==> config.mk <==
export PLATFORM = sky130hd
export DESIGN_NAME = bb_uart_frame_rx_flat
export DESIGN_NICKNAME = d
export VERILOG_FILES = /design/src/rtl/bb_uart_frame_rx_if.sv /design/src/rtl/bb_uart_frame_rx.sv /design/src/flat_wrapper.sv
export SDC_FILE = /design/constraint.sdc
export NUM_CORES = 1
export LEC_CHECK = 0
export CORE_UTILIZATION = 58
export CTS_BUF_LIST = sky130_fd_sc_hd__clkbuf_8 sky130_fd_sc_hd__clkbuf_16
export DETAILED_ROUTE_END_ITERATION = 6
export PLACE_DENSITY = 0.8
export REMOVE_ABC_BUFFERS = 1
export SLEW_MARGIN = 20
export SYNTH_ARGS = -nofsm -noshare
export SYNTH_HDL_FRONTEND = slang
export SYNTH_SLANG_ARGS = --single-unit
==> constraint.sdc <==
create_clock -name clk -period 4 [get_ports clk]
set_input_delay 0.8 -clock clk [delete_from_list [all_inputs] [get_ports clk]]
set_output_delay 0.8 -clock clk [all_outputs]
set_load 0.005 [all_outputs]
==> src/rtl/bb_uart_frame_rx_if.sv <==
`default_nettype none
// ============================================================================
//  Module   : bb_uart_frame_rx_if
//  Purpose  : Request handshake bundle between the bus-bridge UART frame
//             receiver (master) and the slave-side bus master logic (slave).
//  Revision : 1.0  initial release
// ============================================================================
interface bb_uart_frame_rx_if #(
    parameter int ADDR_WIDTH = 16,
    parameter int DATA_WIDTH = 8
);
    logic                  req_valid;
    logic                  req_ready;
    logic                  req_write;
    logic [ADDR_WIDTH-1:0] req_addr;
    logic [DATA_WIDTH-1:0] req_wdata;

    modport master (
        output req_valid,
        output req_write,
        output req_addr,
        output req_wdata,
        input  req_ready
    );

    modport slave (
        input  req_valid,
        input  req_write,
        input  req_addr,
        input  req_wdata,
        output req_ready
    );
endinterface
`default_nettype wire

==> src/rtl/bb_uart_frame_rx.sv <==
`default_nettype none
// ============================================================================
//  Module   : bb_uart_frame_rx
//  Purpose  : 8N1 UART receiver that assembles bus-bridge request frames
//             (header, addr_h, addr_l[, data]) into one valid/ready request.
//  Revision : 1.0  initial release
// ============================================================================
module bb_uart_frame_rx #(
    parameter int ADDR_WIDTH            = 16,
    parameter int DATA_WIDTH            = 8,
    parameter int UART_CLOCKS_PER_PULSE = 5208,
    parameter int TIMEOUT_CLKS          = 16 * UART_CLOCKS_PER_PULSE
) (
    input  wire logic                clk,
    input  wire logic                btn_reset,
    input  wire logic                uart_rx,
    bb_uart_frame_rx_if.master       req,
    output logic                     frame_err,
    output logic                     overrun,
    output logic                     busy
);

    // Start-bit check point; never zero so a tiny CPP still works.
    localparam int c_half  = (UART_CLOCKS_PER_PULSE / 2 > 0) ? UART_CLOCKS_PER_PULSE / 2 : 1;
    localparam int c_cnt_w = $clog2(UART_CLOCKS_PER_PULSE + 1);
    localparam int c_to_w  = $clog2(TIMEOUT_CLKS + 1);
    localparam logic [c_cnt_w-1:0] c_cpp_last  = c_cnt_w'(UART_CLOCKS_PER_PULSE - 1);
    localparam logic [c_cnt_w-1:0] c_half_last = c_cnt_w'(c_half - 1);
    localparam logic [c_to_w-1:0]  c_to_last   = c_to_w'(TIMEOUT_CLKS - 1);

    typedef enum logic [1:0] {
        BE_IDLE  = 2'd0,
        BE_START = 2'd1,
        BE_DATA  = 2'd2,
        BE_STOP  = 2'd3
    } be_state_t;

    typedef enum logic [1:0] {
        FA_HDR    = 2'd0,
        FA_ADDR_H = 2'd1,
        FA_ADDR_L = 2'd2,
        FA_DATA   = 2'd3
    } fa_state_t;

    logic r_rx_meta, r_rx_sync, r_rx_prev;

    be_state_t r_be_state, w_be_next;
    logic [c_cnt_w-1:0] r_cnt;
    logic [2:0]         r_bit_idx;
    logic [7:0]         r_shift;
    logic w_cnt_clr, w_shift, w_byte_stb, w_stop_err;

    fa_state_t r_fa_state, w_fa_next;
    logic       r_is_write;
    logic [7:0] r_addr_h, r_addr_l;
    logic       w_complete, w_hdr_ovr, w_accept, w_load, w_drop, w_err, w_busy;
    logic [7:0] w_addr_l;
    logic [ADDR_WIDTH-1:0] w_addr;

    logic [c_to_w-1:0] r_to_cnt;
    logic w_to_run, w_timeout;

    logic                  r_req_valid, r_req_write;
    logic [ADDR_WIDTH-1:0] r_req_addr;
    logic [DATA_WIDTH-1:0] r_req_wdata;

    // Two-flop synchroniser plus one history flop for falling-edge detection.
    always_ff @(posedge clk or posedge btn_reset) begin
        if (btn_reset) begin
            r_rx_meta <= 1'b1;
            r_rx_sync <= 1'b1;
            r_rx_prev <= 1'b1;
        end else begin
            r_rx_meta <= uart_rx;
            r_rx_sync <= r_rx_meta;
            r_rx_prev <= r_rx_sync;
        end
    end

    // Bit engine state register.
    always_ff @(posedge clk or posedge btn_reset) begin
        if (btn_reset) r_be_state <= BE_IDLE;
        else           r_be_state <= w_be_next;
    end

    // Bit engine next state and per-cycle control strobes.
    always_comb begin
        w_be_next  = r_be_state;
        w_cnt_clr  = 1'b0;
        w_shift    = 1'b0;
        w_byte_stb = 1'b0;
        w_stop_err = 1'b0;
        case (r_be_state)
            BE_IDLE: begin
                if (r_rx_prev && !r_rx_sync) begin
                    w_be_next = BE_START;
                    w_cnt_clr = 1'b1;
                end
            end
            BE_START: begin
                if (r_cnt == c_half_last) begin
                    w_cnt_clr = 1'b1;
                    w_be_next = r_rx_sync ? BE_IDLE : BE_DATA;
                end
            end
            BE_DATA: begin
                if (r_cnt == c_cpp_last) begin
                    w_cnt_clr = 1'b1;
                    w_shift   = 1'b1;
                    if (r_bit_idx == 3'd7) w_be_next = BE_STOP;
                end
            end
            BE_STOP: begin
                if (r_cnt == c_cpp_last) begin
                    w_cnt_clr = 1'b1;
                    w_be_next = BE_IDLE;
                    if (r_rx_sync) w_byte_stb = 1'b1;
                    else           w_stop_err = 1'b1;
                end
            end
            default: w_be_next = BE_IDLE;
        endcase
    end

    // Bit timing counter, bit index and LSB-first shift register.
    always_ff @(posedge clk or posedge btn_reset) begin
        if (btn_reset) begin
            r_cnt     <= '0;
            r_bit_idx <= 3'd0;
            r_shift   <= 8'd0;
        end else begin
            if (w_cnt_clr)                 r_cnt <= '0;
            else if (r_be_state != BE_IDLE) r_cnt <= r_cnt + 1'b1;
            if (r_be_state == BE_START)    r_bit_idx <= 3'd0;
            else if (w_shift)              r_bit_idx <= r_bit_idx + 3'd1;
            if (w_shift)                   r_shift <= {r_rx_sync, r_shift[7:1]};
        end
    end

    assign w_busy    = (r_fa_state != FA_HDR);
    assign w_to_run  = w_busy && (r_be_state == BE_IDLE);
    assign w_timeout = w_to_run && (r_to_cnt == c_to_last);
    assign w_err     = w_stop_err | w_timeout;

    // Inter-byte timeout: counts idle line time inside a partial frame.
    always_ff @(posedge clk or posedge btn_reset) begin
        if (btn_reset)                      r_to_cnt <= '0;
        else if (w_byte_stb || w_timeout)   r_to_cnt <= '0;
        else if (w_to_run)                  r_to_cnt <= r_to_cnt + 1'b1;
    end

    // Frame assembler state register.
    always_ff @(posedge clk or posedge btn_reset) begin
        if (btn_reset) r_fa_state <= FA_HDR;
        else           r_fa_state <= w_fa_next;
    end

    // Frame assembler next state; errors always abandon the current frame.
    always_comb begin
        w_fa_next  = r_fa_state;
        w_complete = 1'b0;
        w_hdr_ovr  = 1'b0;
        if (w_err) begin
            w_fa_next = FA_HDR;
        end else if (w_byte_stb) begin
            case (r_fa_state)
                FA_HDR: begin
                    if (r_req_valid)                    w_hdr_ovr = 1'b1;
                    else if (r_shift[7:1] == 7'b1010101) w_fa_next = FA_ADDR_H;
                end
                FA_ADDR_H: w_fa_next = FA_ADDR_L;
                FA_ADDR_L: begin
                    if (r_is_write) begin
                        w_fa_next = FA_DATA;
                    end else begin
                        w_complete = 1'b1;
                        w_fa_next  = FA_HDR;
                    end
                end
                FA_DATA: begin
                    w_complete = 1'b1;
                    w_fa_next  = FA_HDR;
                end
                default: w_fa_next = FA_HDR;
            endcase
        end
    end

    // A read completes on the low address byte itself, so take it from the shifter.
    assign w_addr_l = (r_fa_state == FA_ADDR_L) ? r_shift : r_addr_l;
    assign w_addr   = ADDR_WIDTH'({r_addr_h, w_addr_l});
    assign w_accept = r_req_valid & req.req_ready;
    assign w_load   = w_complete & (~r_req_valid | w_accept);
    assign w_drop   = w_complete & r_req_valid & ~w_accept;

    // Header type and address byte capture.
    always_ff @(posedge clk or posedge btn_reset) begin
        if (btn_reset) begin
            r_is_write <= 1'b0;
            r_addr_h   <= 8'd0;
            r_addr_l   <= 8'd0;
        end else if (w_byte_stb) begin
            if (r_fa_state == FA_HDR && w_fa_next == FA_ADDR_H) r_is_write <= r_shift[0];
            if (r_fa_state == FA_ADDR_H) r_addr_h <= r_shift;
            if (r_fa_state == FA_ADDR_L) r_addr_l <= r_shift;
        end
    end

    // Request holding registers and error/overrun pulses.
    always_ff @(posedge clk or posedge btn_reset) begin
        if (btn_reset) begin
            r_req_valid <= 1'b0;
            r_req_write <= 1'b0;
            r_req_addr  <= '0;
            r_req_wdata <= '0;
            frame_err   <= 1'b0;
            overrun     <= 1'b0;
        end else begin
            if (w_load) begin
                r_req_valid <= 1'b1;
                r_req_write <= r_is_write;
                r_req_addr  <= w_addr;
                r_req_wdata <= r_is_write ? DATA_WIDTH'(r_shift) : '0;
            end else if (w_accept) begin
                r_req_valid <= 1'b0;
            end
            frame_err <= w_err;
            overrun   <= w_hdr_ovr | w_drop;
        end
    end

    assign req.req_valid = r_req_valid;
    assign req.req_write = r_req_write;
    assign req.req_addr  = r_req_addr;
    assign req.req_wdata = r_req_wdata;
    assign busy          = w_busy;

endmodule
`default_nettype wire

==> src/flat_wrapper.sv <==
// flat-port wrapper written by rule: the top's interface ports become plain ports
module bb_uart_frame_rx_flat 
#(
    parameter int ADDR_WIDTH            = 16,
    parameter int DATA_WIDTH            = 8,
    parameter int UART_CLOCKS_PER_PULSE = 5208,
    parameter int TIMEOUT_CLKS          = 16 * UART_CLOCKS_PER_PULSE
)
  (clk, btn_reset, uart_rx, frame_err, overrun, busy, req_req_valid, req_req_write, req_req_addr, req_req_wdata, req_req_ready);
  bb_uart_frame_rx_if #(.ADDR_WIDTH(ADDR_WIDTH), .DATA_WIDTH(DATA_WIDTH)) req_i ();
  input  wire logic clk;
  input  wire logic btn_reset;
  input  wire logic uart_rx;
  output logic frame_err;
  output logic overrun;
  output logic busy;
  output wire logic [$bits(req_i.req_valid)-1:0] req_req_valid;
  output wire logic [$bits(req_i.req_write)-1:0] req_req_write;
  output wire logic [$bits(req_i.req_addr)-1:0] req_req_addr;
  output wire logic [$bits(req_i.req_wdata)-1:0] req_req_wdata;
  input wire logic [$bits(req_i.req_ready)-1:0] req_req_ready;
  assign req_req_valid = req_i.req_valid;
  assign req_req_write = req_i.req_write;
  assign req_req_addr = req_i.req_addr;
  assign req_req_wdata = req_i.req_wdata;
  assign req_i.req_ready = req_req_ready;
  bb_uart_frame_rx #(.ADDR_WIDTH(ADDR_WIDTH), .DATA_WIDTH(DATA_WIDTH), .UART_CLOCKS_PER_PULSE(UART_CLOCKS_PER_PULSE), .TIMEOUT_CLKS(TIMEOUT_CLKS)) u_core (.clk(clk), .btn_reset(btn_reset), .uart_rx(uart_rx), .req(req_i), .frame_err(frame_err), .overrun(overrun), .busy(busy));
endmodule
# [Word level (Yosys, flattened, before mapping)]
# Index checks and enable logic that the tools add are counted.
[totals] ff_bits=93 output_inout_bits=29
[classes] add_sub_neg=3 n_eq_ne=17 n_mux=42 bitwise_logic=9 reduce_logical=18
[ops] cell="2-to-1 mux 17 bit" count=2
[ops] cell="2-to-1 mux 13 bit" count=2
[ops] cell="2-to-1 mux 2 bit" count=11
[ops] cell="2-to-1 mux 1 bit" count=19
[ops] cell="adder 17 x 1 -> 17 bit, second input constant" count=1
[ops] cell="equality test 17 bit, second input constant" count=1
[ops] cell="2-to-1 mux 8 bit" count=2
[ops] cell="one-hot mux 2 bit (4 select lines)" count=2
[ops] cell="adder 13 x 1 -> 13 bit, second input constant" count=1
[ops] cell="equality test 13 x 12 -> 1 bit, second input constant" count=1
[ops] cell="equality test 13 bit, second input constant" count=1
[ops] cell="nonzero test 2 bit" count=6
[ops] cell="!= test 2 x 1 -> 1 bit, second input constant" count=5
[ops] cell="equality test 2 bit, second input constant" count=4
[ops] cell="equality test 7 bit, second input constant" count=1
[ops] cell="equality test 2 x 1 -> 1 bit, second input constant" count=3
[ops] cell="2-to-1 mux 3 bit" count=2
[ops] cell="AND reduction 5 bit" count=1
[ops] cell="AND 1 bit" count=4
[ops] cell="logical AND 1 bit" count=4
[ops] cell="logical NOT 2 bit" count=2
[ops] cell="AND reduction 2 bit" count=2
[ops] cell="adder 3 x 1 -> 3 bit, second input constant" count=1
[ops] cell="equality test 3 bit, second input constant" count=1
[ops] cell="other kinds (7)" count=10

# [Logic depth before layout (Yosys ltp)]
[depth] word_depth=9 ltp_mapped=7

# [Worst setup path after synthesis]
# No wires, ideal clock.
[synth_timing] path_kind="in2reg" start="input port req_req_ready" end="register u_core.r_req_addr[10], in the netlist u_core.req.req_addr[10]" setup_ns=0.125 t_arrival_ns=1.851 setup_slack_ns=2.024 cell_stages=6 n_path_buf=2 path_cell_list="nand2b_1 > nand3_1 > or2_1 > buf_6 > buf_6 > mux2_4"
[synth_via] elab_chain_len=3
[synth_rtl] item="start: declaration" line_no="flat_wrapper.sv:21" source="input wire logic [$bits(req_i.req_ready)-1:0] req_req_ready;"
[synth_rtl] item="AND 1 bit" line_no="bb_uart_frame_rx.sv:192" source="assign w_accept = r_req_valid & req.req_ready;"
[synth_rtl] item="OR 1 bit" line_no="bb_uart_frame_rx.sv:193" source="assign w_load = w_complete & (~r_req_valid | w_accept);"
[synth_rtl] item="AND 1 bit" line_no="bb_uart_frame_rx.sv:193"
[synth_rtl] item="end signal: assignment" line_no="bb_uart_frame_rx.sv:222" source="r_req_addr <= w_addr;"
[synth_rtl] item="end: declaration" line_no="bb_uart_frame_rx.sv:64" source="logic [ADDR_WIDTH-1:0] r_req_addr;"
# No other way between the ends.
# A chain may end at the register's enable or synchronous reset.

# [Worst setup path after layout]
[layout_timing] start="register u_core.r_fa_state[1]" end="output port busy"
[layout_via] elab_chain_len=1
[layout_rtl] item="start: declaration" line_no="bb_uart_frame_rx.sv:53" source="fa_state_t r_fa_state, w_fa_next;"
[layout_rtl] item="start signal: assignment" line_no="bb_uart_frame_rx.sv:155" source="else r_fa_state <= w_fa_next;"
[layout_rtl] item="nonzero test 2 bit" line_no="bb_uart_frame_rx.sv:140" source="assign w_busy = (r_fa_state != FA_HDR);"
[layout_rtl] item="end: declaration" line_no="flat_wrapper.sv:16" source="output logic busy;"
# No other way between the ends.

==> key figures <==
STA
  – Tcrit/Tclk final: around 69%
  – Final Setup Violations: 0
  – Slew of the pin with the lowest slew margin: between 0.9 and 1 ns
  – Minimum clock period: approximately 2.8 ns
  – Max Slew Vio Count: 0
  – Max_slew headroom: a little over a third
  – Skew final: roughly 0.0066 ns
  – Unrepaired setup endpoints after global routing: no
  – Hold Vio Cnt, Final: 0
  – Setup ws final: around 1.2 ns
  – Setup_tns: 0 ns
  – Hold WS: roughly 0.36 ns
  – Fmax: about 360 MHz

Setup path
  – R2R setup slack: approximately 1.4 ns
  – RR Startpoint: u_core.r_be_state[0]$_DFFE_PP0P_
  – Crit Path Category: flip-flop to output port
  – Worst Path Required: roughly 3.2 ns
  – CP startpoint kind: flip-flop
  – Reg2reg path depth: 4
  – Critical Path Start: u_core.r_fa_state[1]$_DFF_PP0_
  – Worst EP arrival: about 2.0 ns
  – CP max FO: 8
  – Crit path capture type: output port
  – Reg-to-Reg End: u_core.req.req_addr[4]$_DFFE_PP0P_
  – CP Capture Point: busy

Pwr
  – Worst IR drop on VDD: between 0.0002 and 0.00025 V
  – Total power draw: 1.83 mW
  – Static Leak: about 2.2 nW
  – Cell Pwr Density: about 370 nW/um^2

Routing
  – DR vias/cell: around 5.9
  – TritonRoute pass-1 iters: 4
  – Drt drc: 0
  – DRT iter0 DRCs: 148
  – Wire per inst: 16.6 um
  – Final WL: between 8 and 9 mm
  – Via count: slightly above 3000
  – Final ANT Viol Nets: 0

Clock tree
  – Skew-Pair Late Insertion Delay: 0.36 ns
  – CTS tree: yes
  – Root Buffer: clkbuf_8
  – Cts hold-fix bufs: 0
  – Setup bufs post-CTS: 0
  – CTS clk-pin slew, worst paths: around 0.090 ns
  – PostCTS Resize Cnt: 0
  – Num CTS Buffers: 9
  – CTS max path bufs: 2
  – # clock sinks: 93
  – H-tree depth: 3

Synth
  – Register area share after synthesis: about 54%
  – FF+latch count, synth: 93
  – Cell taking the most area after synthesis: dfrtp_1
  – Post-synth top area share: about 52%
  – Post-synth EDFFs: 0
  – Post-synthesis instance area: ~4400 um^2
  – Area contributors post-synth: dfrtp_1 52%, mux2_2 13%, o21ai_0 3.0%, nor2_1 2.4%, xnor2_1 2.0%
  – Count leader, synth: dfrtp_1
  – Count of cell types in the netlist: between 40 and 50
  – Post-synth ARST share: 100%
  – YS warnings: 0
  – Commonest cells in the synthesized netlist: 90 x dfrtp_1, 49 x mux2_2, 28 x nor2_1
  – Gate Count Post-Synth: ~380
  – Main flop type after synthesis: dfrtp_1
  – Syn avg cell area: between 10 and 15 um^2

Placed design
  – Port Buffer Count: 32
  – Dpl cells: 495
  – Final RePlAce weighted congestion: between 0.7 and 0.8
  – DPL Wire Length: ~5.6 mm
  – Placed inst area: around 4800 um^2
  – Pre-CTS setup slack: ~0.97 ns

Outcome
  – Status: complete, no violations

Finish
  – NumNets Final: just over 400
  – Area Growth Syn to Fin: 13.8%
  – Share of cells above drive strength 1: between 10% and 20%
  – Ant diodes: 0
  – Final core utilization: 68.4%
  – Non-filler cells, final: roughly 510
  – Final instance area: just under 5000 um^2

Floorplanning
  – Starting density of the core: 60.0%
  – Die area: ~7900 um^2
  – Num rows: 31
  – Top-level I/O count: 33
  – Die H: around 90 um
  – Die Wd: between 80 and 90 um
  – Core Area: a little over 7000 um^2

GRT
  – Largest net degree at the start of global routing: 94
  – Initial antenna violation count: 0
  – Vias in the first global route: slightly below 3000
  – Tot GR Track Use: approximately 24%
  – Overflow after GRT: 0
  – First-pass GRT wire length: approximately 14 mm

Hold path
  – Hold Crit Class: flip-flop to flip-flop
  – Hold Crit Depth: 0

Job
  – Max-Cap Viols: 0
## state kept, by name, summed over array words and instances (netlist names), named ones only
register	count
u_core.r_addr_l	8
u_core.r_rx_prev	1
u_core.r_cnt	13
u_core.r_bit_idx	3
u_core.r_be_state	1
u_core.req.req_write	1
u_core.overrun	1
u_core.r_rx_sync	1
u_core.r_fa_state	2
u_core.r_shift	8
u_core.req.req_valid	1
u_core.req.req_wdata	8
u_core.req.req_addr	16
u_core.r_addr_h	8
u_core.r_rx_meta	1
u_core.r_is_write	1
u_core.frame_err	1
u_core.r_to_cnt	17
## where the power goes
part	internal, mW	leakage [nW]	switching [mW]
registers	0.979	1.27	0.0548
logic	0.0649	0.850	0.0787
clock network	0.311	0.101	0.344
## cell families (layout without fill, tap and decap cells)
| group | count (synthesis) | count (layout) | share of synthesized area [%] |
|---|---|---|---|
| and+or+nand+nor | 120 | 120 | 16.1 |
| DFF | 93 | 93 | 53.5 |
| AOI/OAI and AO/OA | 62 | 62 | 8.93 |
| muxes | 53 | 53 | 13.8 |
| buffers and inverters | 29 | 63 | 3.07 |
| xor gates and xnor gates | 17 | 17 | 3.42 |
| adders and majority gates | 4 | 4 | 1.15 |
## how the worst min path moves through the flow
stage	start	end
global placement	u_core.r_rx_meta$_DFF_PP1_	u_core.r_rx_sync$_DFF_PP1_
floorplan	u_core.r_rx_meta$_DFF_PP1_	u_core.r_rx_sync$_DFF_PP1_
global route	u_core.r_rx_meta$_DFF_PP1_	u_core.r_rx_sync$_DFF_PP1_
finish	u_core.r_rx_meta$_DFF_PP1_	u_core.r_rx_sync$_DFF_PP1_
CTS	u_core.r_rx_meta$_DFF_PP1_	u_core.r_rx_sync$_DFF_PP1_
detailed placement	u_core.r_rx_meta$_DFF_PP1_	u_core.r_rx_sync$_DFF_PP1_
## cells in the final DEF, fill, tap and decap left out, types with 6 or more instances in the layout
master and count:
mux2_2 49, nand3_1 9, xnor2_1 10, nor2_1 28, nand4_1 13, xor2_1 7
o21ai_0 26, dfrtp_1 90, nor3_1 6, inv_1 10, clkdlybuf4s50_1 32, clkbuf_8 10
a21oi_1 13, nand2_1 22
## layer usage
| layer | GRT usage [%] | share of wire, % | vias to the layer above |
|---|---|---|---|
| met5 | 0 | 0 | - |
| met4 | 9.53 | 1.7 | 0 |
| met1 | 34.1 | 46 | 1531 |
| met2 | 37.1 | 48 | 68 |
| li1 | - | - | 1426 |
| met3 | 4.10 | 3.7 | 14 |
## worst max-delay path, stage by stage, from the launching register on
cell and delay [ns]:
dfrtp_1 0.49, nor2_1 0.44, inv_1 0.20, clkdlybuf4s50_1 0.48
## cell type report
type,instances,area (um^2)
multi-input cells,256,1890
clock buffers,10,138
inverters,11,42.5
fillers,551,2290
repair buffers,36,363
clock inverters,6,70.1
flip-flops and latches,93,2330
well taps,99,124
No activity file was read; power rests on OpenSTA's default activity.
